File: config.mk
export PLATFORM = sky130hd
export DESIGN_NAME = fifo_rd_packer
export DESIGN_NICKNAME = d
export VERILOG_FILES = /design/src/rtl/fifo_rd_packer.sv
export SDC_FILE = /design/constraint.sdc
export NUM_CORES = 1
export LEC_CHECK = 0
export ABC_AREA = 1
export CAP_MARGIN = 25
export CORE_ASPECT_RATIO = 0.75
export CORE_UTILIZATION = 55
export DETAILED_ROUTE_END_ITERATION = 10
export HOLD_SLACK_MARGIN = 0.02
export PLACE_DENSITY = 0.79
export SYNTH_ARGS = -nofsm -noshare
export SYNTH_HDL_FRONTEND = slang
export SYNTH_SLANG_ARGS = --single-unit
File: constraint.sdc
create_clock -name rd_clk -period 3.9 [get_ports rd_clk]
set_clock_uncertainty 0.15 [all_clocks]
set_input_delay 0.585 -clock rd_clk [delete_from_list [all_inputs] [get_ports rd_clk]]
set_output_delay 0.585 -clock rd_clk [all_outputs]
set_load 0.01 [all_outputs]
File: src/rtl/fifo_rd_packer.sv
// Packs LANES FIFO bytes little-endian into words; a word appears the cycle after its last byte's fifo_valid.
// Reads are throttled by credit (packer depth vs 2-entry buffer) so out_ready stalls never drop bytes; `FIFO_RD_FLUSH_EN adds flush/out_keep.
module fifo_rd_packer #(
   parameter int LANES     = 4,
   parameter int CNT_WIDTH = 16
) (
   input  logic                 rd_clk,
   input  logic                 rst,
   input  logic                 enable,
   input  logic                 fifo_empty,
   input  logic                 fifo_valid,
   input  logic [7:0]           fifo_rdata,
   output logic                 fifo_rd,
   output logic [8*LANES-1:0]   out_data,
   output logic                 out_valid,
   input  logic                 out_ready,
`ifdef FIFO_RD_FLUSH_EN
   output logic [LANES-1:0]     out_keep,
   input  logic                 flush,
`endif
   output logic                 proto_err,
   output logic [CNT_WIDTH-1:0] words_out
);

   localparam int BCW = $clog2(LANES);
   localparam int W   = 8 * LANES;
   localparam int PW  = 8 * (LANES - 1);
`ifdef FIFO_RD_FLUSH_EN
   localparam int EW  = W + LANES;
`else
   localparam int EW  = W;
`endif
   localparam logic [BCW-1:0] LAST_LANE = BCW'(LANES - 1);
   localparam logic [BCW:0]   LAST_P    = (BCW+1)'(LANES - 1);

   logic [BCW-1:0]       byte_cnt_q, byte_cnt_d;
   logic [PW-1:0]        pack_q, pack_d;
   logic                 inflight_q, inflight_d;
   logic                 first_q, first_d;
   logic                 proto_err_q, proto_err_d;
   logic [1:0]           occ_q, occ_d;
   logic [EW-1:0]        buf0_q, buf0_d, buf1_q, buf1_d;
   logic [CNT_WIDTH-1:0] words_q, words_d;

   logic                 flush_pend;
   logic [BCW:0]         p_cnt;
   logic                 cap, push, pop;
   logic [W-1:0]         push_word;
   logic [EW-1:0]        push_ent;

`ifdef FIFO_RD_FLUSH_EN
   logic                 flush_pend_q, flush_pend_d;
   logic [LANES-1:0]     push_keep;

   assign flush_pend = flush_pend_q;
   assign out_keep   = buf0_q[EW-1:W];
   assign push_ent   = {push_keep, push_word};
`else
   assign flush_pend = 1'b0;
   assign push_ent   = push_word;
`endif

   assign out_data  = buf0_q[W-1:0];
   assign out_valid = (occ_q != 2'd0);
   assign proto_err = proto_err_q;
   assign words_out = words_q;

   // Block only when the bytes already committed would complete a word with no buffer slot left.
   always_comb begin
      p_cnt   = {1'b0, byte_cnt_q} + {{BCW{1'b0}}, inflight_q};
      fifo_rd = enable && !fifo_empty && !first_q && !flush_pend
                && !(p_cnt == LAST_P && occ_q == 2'd2);
   end

   always_comb begin
      byte_cnt_d  = byte_cnt_q;
      pack_d      = pack_q;
      inflight_d  = fifo_rd;
      first_d     = 1'b0;
      proto_err_d = proto_err_q;
      push        = 1'b0;
      push_word   = {fifo_rdata, pack_q};
`ifdef FIFO_RD_FLUSH_EN
      push_keep    = '1;
      flush_pend_d = flush_pend_q | flush;
`endif
      cap = fifo_valid && !first_q;

      if (cap && !inflight_q) begin
         proto_err_d = 1'b1;
      end else if (cap) begin
         if (byte_cnt_q == LAST_LANE) begin
            push       = 1'b1;
            byte_cnt_d = '0;
         end else begin
            pack_d[8*byte_cnt_q +: 8] = fifo_rdata;
            byte_cnt_d                = byte_cnt_q + BCW'(1);
         end
      end
`ifdef FIFO_RD_FLUSH_EN
      else if (flush_pend_q && !inflight_q && occ_q != 2'd2) begin
         flush_pend_d = flush;
         if (byte_cnt_q != '0) begin
            push       = 1'b1;
            byte_cnt_d = '0;
            for (int i = 0; i < LANES; i++) begin
               push_keep[i]        = (BCW'(i) < byte_cnt_q);
               push_word[8*i +: 8] = push_keep[i] ? push_word[8*i +: 8] : 8'h00;
            end
         end
      end
`endif
   end

   // Two-entry buffer: buf0 is always the head, so out_data is a plain register.
   always_comb begin
      pop     = out_valid && out_ready;
      buf0_d  = buf0_q;
      buf1_d  = buf1_q;
      occ_d   = occ_q;
      words_d = words_q;
      if (pop) begin
         words_d = words_q + CNT_WIDTH'(1);
      end
      case ({push, pop})
         2'b10: begin
            if (occ_q == 2'd0) begin
               buf0_d = push_ent;
            end else begin
               buf1_d = push_ent;
            end
            occ_d = occ_q + 2'd1;
         end
         2'b01: begin
            buf0_d = buf1_q;
            occ_d  = occ_q - 2'd1;
         end
         2'b11: begin
            if (occ_q == 2'd1) begin
               buf0_d = push_ent;
            end else begin
               buf0_d = buf1_q;
               buf1_d = push_ent;
            end
         end
         default: ;
      endcase
   end

   always_ff @(posedge rd_clk) begin
      if (rst) begin
         byte_cnt_q   <= '0;
         pack_q       <= '0;
         inflight_q   <= 1'b0;
         first_q      <= 1'b1;
         proto_err_q  <= 1'b0;
         occ_q        <= 2'd0;
         buf0_q       <= '0;
         buf1_q       <= '0;
         words_q      <= '0;
`ifdef FIFO_RD_FLUSH_EN
         flush_pend_q <= 1'b0;
`endif
      end else begin
         byte_cnt_q   <= byte_cnt_d;
         pack_q       <= pack_d;
         inflight_q   <= inflight_d;
         first_q      <= first_d;
         proto_err_q  <= proto_err_d;
         occ_q        <= occ_d;
         buf0_q       <= buf0_d;
         buf1_q       <= buf1_d;
         words_q      <= words_d;
`ifdef FIFO_RD_FLUSH_EN
         flush_pend_q <= flush_pend_d;
`endif
      end
   end

endmodule

# Word level (Yosys, flattened, before mapping)

Index checks and enable logic that the tools add are counted.

Register bits after elaboration: 111
Output and inout port bits: 51

Add/subtract/negate cells: 6
Equal/unequal tests: 10
Shifts and indexed selects: 2
Muxes and demuxes: 13
Bitwise gates (word level): 2
Reductions and logical operators: 20

Operator list:

| operator                | number |
|---|---|
| $mux 32                 | 4 |
| $pmux 32 s3             | 1 |
| $pmux 32 s2             | 1 |
| $neg 5->34              | 1 |
| $shift 8x34->24 const A | 1 |
| $shiftx 8x34->24        | 1 |
| $bwmux 24               | 1 |
| $add 16x1->16 const B   | 1 |
| $eq 2x2->1 const B      | 4 |
| $logic_and 1x1->1       | 7 |
| $ne 2x2->1 const B      | 3 |
| $reduce_and 3->1        | 2 |
| $reduce_bool 2->1       | 3 |
| $add 2x1->2 const B     | 2 |
| $eq 2x1->1 const B      | 2 |
| $logic_not 1->1         | 4 |
| $mux 1                  | 4 |
| $pmux 2 s2              | 1 |
| $reduce_and 2->1        | 2 |
| $add 2x1->3             | 1 |
| $eq 3x2->1 const B      | 1 |
| $reduce_bool 3->1       | 1 |
| $logic_not 2->1         | 1 |
| $mux 2                  | 1 |
| 2 further kinds         | 3 |

# Depth between registers and ports, before layout

Depth after elaboration: 7
Mapped depth: 14

# Worst setup path after synthesis

Ideal clock, no wire load.

Kind: reg2reg
Start: reg occ_q[0]
End: reg buf1_q[10]
Data arrival time: 2.045 ns
Setup slack: 1.590 ns
Cell stages (with the launch flop): 15
Buffers on the path: 3
Clock period less this slack: 2.310 ns
Path through: dfxtp_1 inv_1 ha_1 inv_1 nand2_2 buf_4 buf_4 ha_1 nand2_1 nand2_1 nor2_2 inv_1 buf_2 nor2_1 nor2_1

Longest elaborated chain between the ends: 5
Elaborated cells between the ends (all ways): 11
Classes of those cells: eq/ne: 5; mux: 1; reduce/logical: 5

RTL lines:

| item                                                      | RTL line | RTL |
|---|---|---|
| from (decl)                                               | 41       | `logic [1:0] occ_q, occ_d;` |
| from (signal assigned)                                    | 157      | `occ_q <= 2'd0;` |
| from (signal assigned)                                    | 170      | `occ_q <= occ_d;` |
| $reduce_bool 2->1 *                                       | 64       | `assign out_valid = (occ_q != 2'd0);` |
| net out_valid                                             | 15       | `output logic out_valid,` |
| $logic_and 1x1->1 *                                       | 117      | `pop = out_valid && out_ready;` |
| $eq 2x2->1                                                | 125      | `case ({push, pop})` |
| $ne 2x2->1 (no line) or $reduce_bool 2->1 (tied branches) | n/a      |  |
| $reduce_and 3->1 (no line)                                | n/a      |  |
| to (signal assigned)                                      | 172      | `buf1_q <= buf1_d;` |
| to (decl)                                                 | 42       | `logic [EW-1:0] buf0_q, buf0_d, buf1_q, buf1_d;` |

Mark *: on every way through the listed nets, which the timed path passes. The rest lies on a longest branch.
A chain may end at the register's enable or synchronous reset.

# Worst setup path after layout

Start: reg byte_cnt_q[0]
End: out fifo_rd

Longest elaborated chain between the ends: 5

RTL lines:

| item                   | RTL line | RTL |
|---|---|---|
| from (decl)            | 36       | `logic [BCW-1:0] byte_cnt_q, byte_cnt_d;` |
| from (signal assigned) | 165      | `byte_cnt_q <= byte_cnt_d;` |
| $add 2x1->3            | 70       | `p_cnt = {1'b0, byte_cnt_q} + {{BCW{1'b0}}, inflight_q};` |
| $eq 3x2->1             | 72       | `&& !(p_cnt == LAST_P && occ_q == 2'd2);` |
| $logic_and 1x1->1      | 72       |  |
| $logic_not 1->1        | 72       |  |
| $logic_and 1x1->1      | 72       |  |
| to (decl)              | 13       | `output logic fifo_rd,` |

No other way between the ends.

==> impl_results.md <==
- Outcome: complete, no violations
- Antenna diodes: 0
- Reg power frac: 0.468
- Core area: 9160 um^2
- Met1 Use GR: 0.363
- Max IR drop VDD: roughly 0.00027 V
- Post-synth EDFFs: 0
- DR pass1 iterations: 5
- R2R setup slack: 1.14 ns
- Worst hold stages: 1
- Synth Flop Type: dfxtp_1
- Internal: ~1900 uW
- Non-Filler Instances: 921
- Die footprint: 9950 um^2
- GR peak layer: met2
- Final period util: 0.738
- Power density cells: 413 nW/um^2
- Rows: 30
- Simple-gate share of the synthesized area: 0.364
- Worst hold-check path type: flip-flop to flip-flop
- Logic pwr share: 0.139
- Maxcap violations: 0
- Met3 usage: 0.0531
- Cts bufs inserted: 9
- NetSw: roughly 630 uW
- CP Launch Type: flip-flop
- 1st-iter DRT viols: about 290
- Sw frac: 0.245
- Worst slew pin tran: 0.855 ns
- Pin count of the biggest net entering global routing: 45
- Leak: about 0.0028 uW
- DP Area: roughly 5900 um^2
- Share of layout cells above drive strength 1: 0.0441
- Worst Setup End Kind: output port
- Fin. max-slew vios: 0
- Clock tree from TritonCTS: built
- Yosys warns: 0
- Initial core utilization: 0.573
- Total negative setup slack: 0 ns
- Final hold viol count: 0
- M2 GR Usage: 0.438
- Worst hold slack: 0.319 ns
- H-tree levels: 3
- Sequential cell area fraction in the yosys report: 0.423
- Post-CTS sizing: 0
- First-pass GRT wire length: about 22 mm
- Unrepaired setup endpoints after global routing: no
- Commonest non-fill, non-tap cell in the layout: nor2_1
- Place WS: around 0.78 ns
- Worst Path Max Fanout: 6
- F_max: 0.347 GHz
- Post-synthesis mux area share: 0
- Final Cell Area: 6180 um^2
- Worst reg2reg path depth: 11
- Clock root buffer: clkbuf_16
- Port buffer count: between 60 and 70
- Hold Path Sink: proto_err
- Placed cells: 905
- Hold wc startpoint: proto_err
- Compound-Gate Fraction of Synth Area: 0.0927
- Nets@finish: roughly 820
- Area Overhead vs Synth: 17.7%
- Most frequent cells in the layout: nor2_1 (176), nand2_1 (172), dfxtp_1 (111)
- Final setup viols: 0
- Die X: 115 um
- CP Launch Point: byte_cnt_q[0]
- Worst-Skew Late Latency: 0.35 ns
- Final Critical Period: 2.88 ns
- CP arrival: ~2.1 ns
- Via count: about 4,800
- Largest family of logic cells by synthesized area: simple AND/OR/NAND/NOR gates
- Net Count, Synth: 774
- Critical R2R Capture: out_data[16]
- Instance count of the mapped netlist: 746
- Setup bufs post-CTS: 0
- Reg2Reg Launch Point: occ_q[0]
- RD Place Congestion: a little under 0.9
- Setup CP Type: flip-flop to output port
- Yosys reg bits: 111
- Number of global-route vias before repair: 4,565
- Clock Tree Buf Depth: 2
- Critical Path RT: 3.16 ns
- Clock Sinks: roughly 110
- Via density: 5.18
- Grt ovf: 0
- Post-synth ARST share: 0
- Worst-path clk slew: 0.07 ns
- XOR/XNOR Fraction of Synth Area: 0.00500
- Die H: approximately 87 um
- DRT Wirelength: 12.6 mm
- Cell Area, Synth: 5250 um^2
- Synth unique cells: 30
- Slew HR: 0.429
- DRC: 0
- Total GRT Usage: 0.274
- Antenna violations before repair: 0
- Synth Area per Inst: slightly above 7 um^2
- IO Pins: 65
- # hold bufs at CTS: 0
- Synth Area in Adders: 0.0333
- Hpwl dp: 7.99 mm
- Drt wl/cell: 13.6 um
- Antenna Nets Post-Route: 0
- Clock power frac: 0.393
- Final worst slack: 1.02 ns
==> cells by family (layout without fill, tap and decap cells) <==
logic type,count (synthesis),count (layout)
xor gates and xnor gates,3,3
buffers and inverters,82,129
AOI/OAI and AO/OA,92,92
adders and majority gates,14,14
and+or+nand+nor,444,444
DFF,111,111
==> Yosys cell counts, types with 3 or more instances <==
library cell | number | share of area
nor2_1 | 177 | 0.13
nand2_1 | 172 | 0.12
dfxtp_1 | 111 | 0.42
o21ai_0 | 53 | 0.050
nand3_1 | 41 | 0.039
inv_1 | 39 | 0.028
a21oi_1 | 32 | 0.030
nand3b_1 | 32 | 0.046
ha_1 | 14 | 0.033
buf_2 | 12 | 0.011
buf_6 | 11 | 0.024
clkbuf_1 | 11 | 0.0079
nor3_1 | 11 | 0.010
buf_4 | 7 | 0.010
nand4_1 | 3 | 0.0036
nor2_4 | 3 | 0.0064
xor2_1 | 3 | 0.0050
==> sequential cells by signal, summed over array words and instances, names as in the netlist <==
signal and count:
buf1_q 32, out_data 32, pack_q 24, words_out 16, byte_cnt_q 2, occ_q 2, first_q 1, inflight_q 1
proto_err 1
==> power groups by stage <==
stage | clock (uW) | combinational, uW | sequential (uW)
floorplan | 0 | 205 | 1240
global placement | 0 | 338 | 1220
detailed placement | 0 | 352 | 1220
CTS | 1020 | 356 | 1200
global route | 1060 | 391 | 1200
finish | 1000 | 356 | 1200
==> area by class of cell <==
class / instances / area (um^2)
clock buffer: 13 / 260
clock inverter: 3 / 65.1
fill: 809 / 2980
inverter: 41 / 154
multi-input combinational: 553 / 2600
sequential: 111 / 2220
tap: 128 / 160
timing repair buffer: 72 / 721
==> through the flow <==
stage / util / power, uW
floorplan: - / 1440
global placement: 0.638 / 1560
detailed placement: 0.640 / 1570
CTS: 0.675 / 2570
global route: 0.675 / 2650
finish: 0.675 / 2550
==> metal layers <==
layer / up-vias / wire [um]
met5: - / 0
met4: 0 / 200
met3: 18 / 667
met2: 128 / 5500
met1: 2173 / 6190
li1: 2450 / -
==> critical path, cell delays in order, from the launching register on <==
cell and delay (ns):
dfxtp_1 0.38, ha_1 0.23, ha_1 0.27, nand2_1 0.06, nor2_1 0.03, a211oi_1 0.23, clkdlybuf4s50_1 0.60
==> worst max path at each step <==
stage | end | slack, ns | cells past startpoint
after global routing | fifo_rd | 0.90 | 6
after global placement | out_data[31] | 0.58 | 10
after detailed placement | out_data[30] | 0.78 | 11
final | fifo_rd | 1.02 | 6
after floorplan | buf1_q[10] | 1.59 | 14
after CTS | fifo_rd | 1.01 | 6
(Power assumes the default switching activity.)
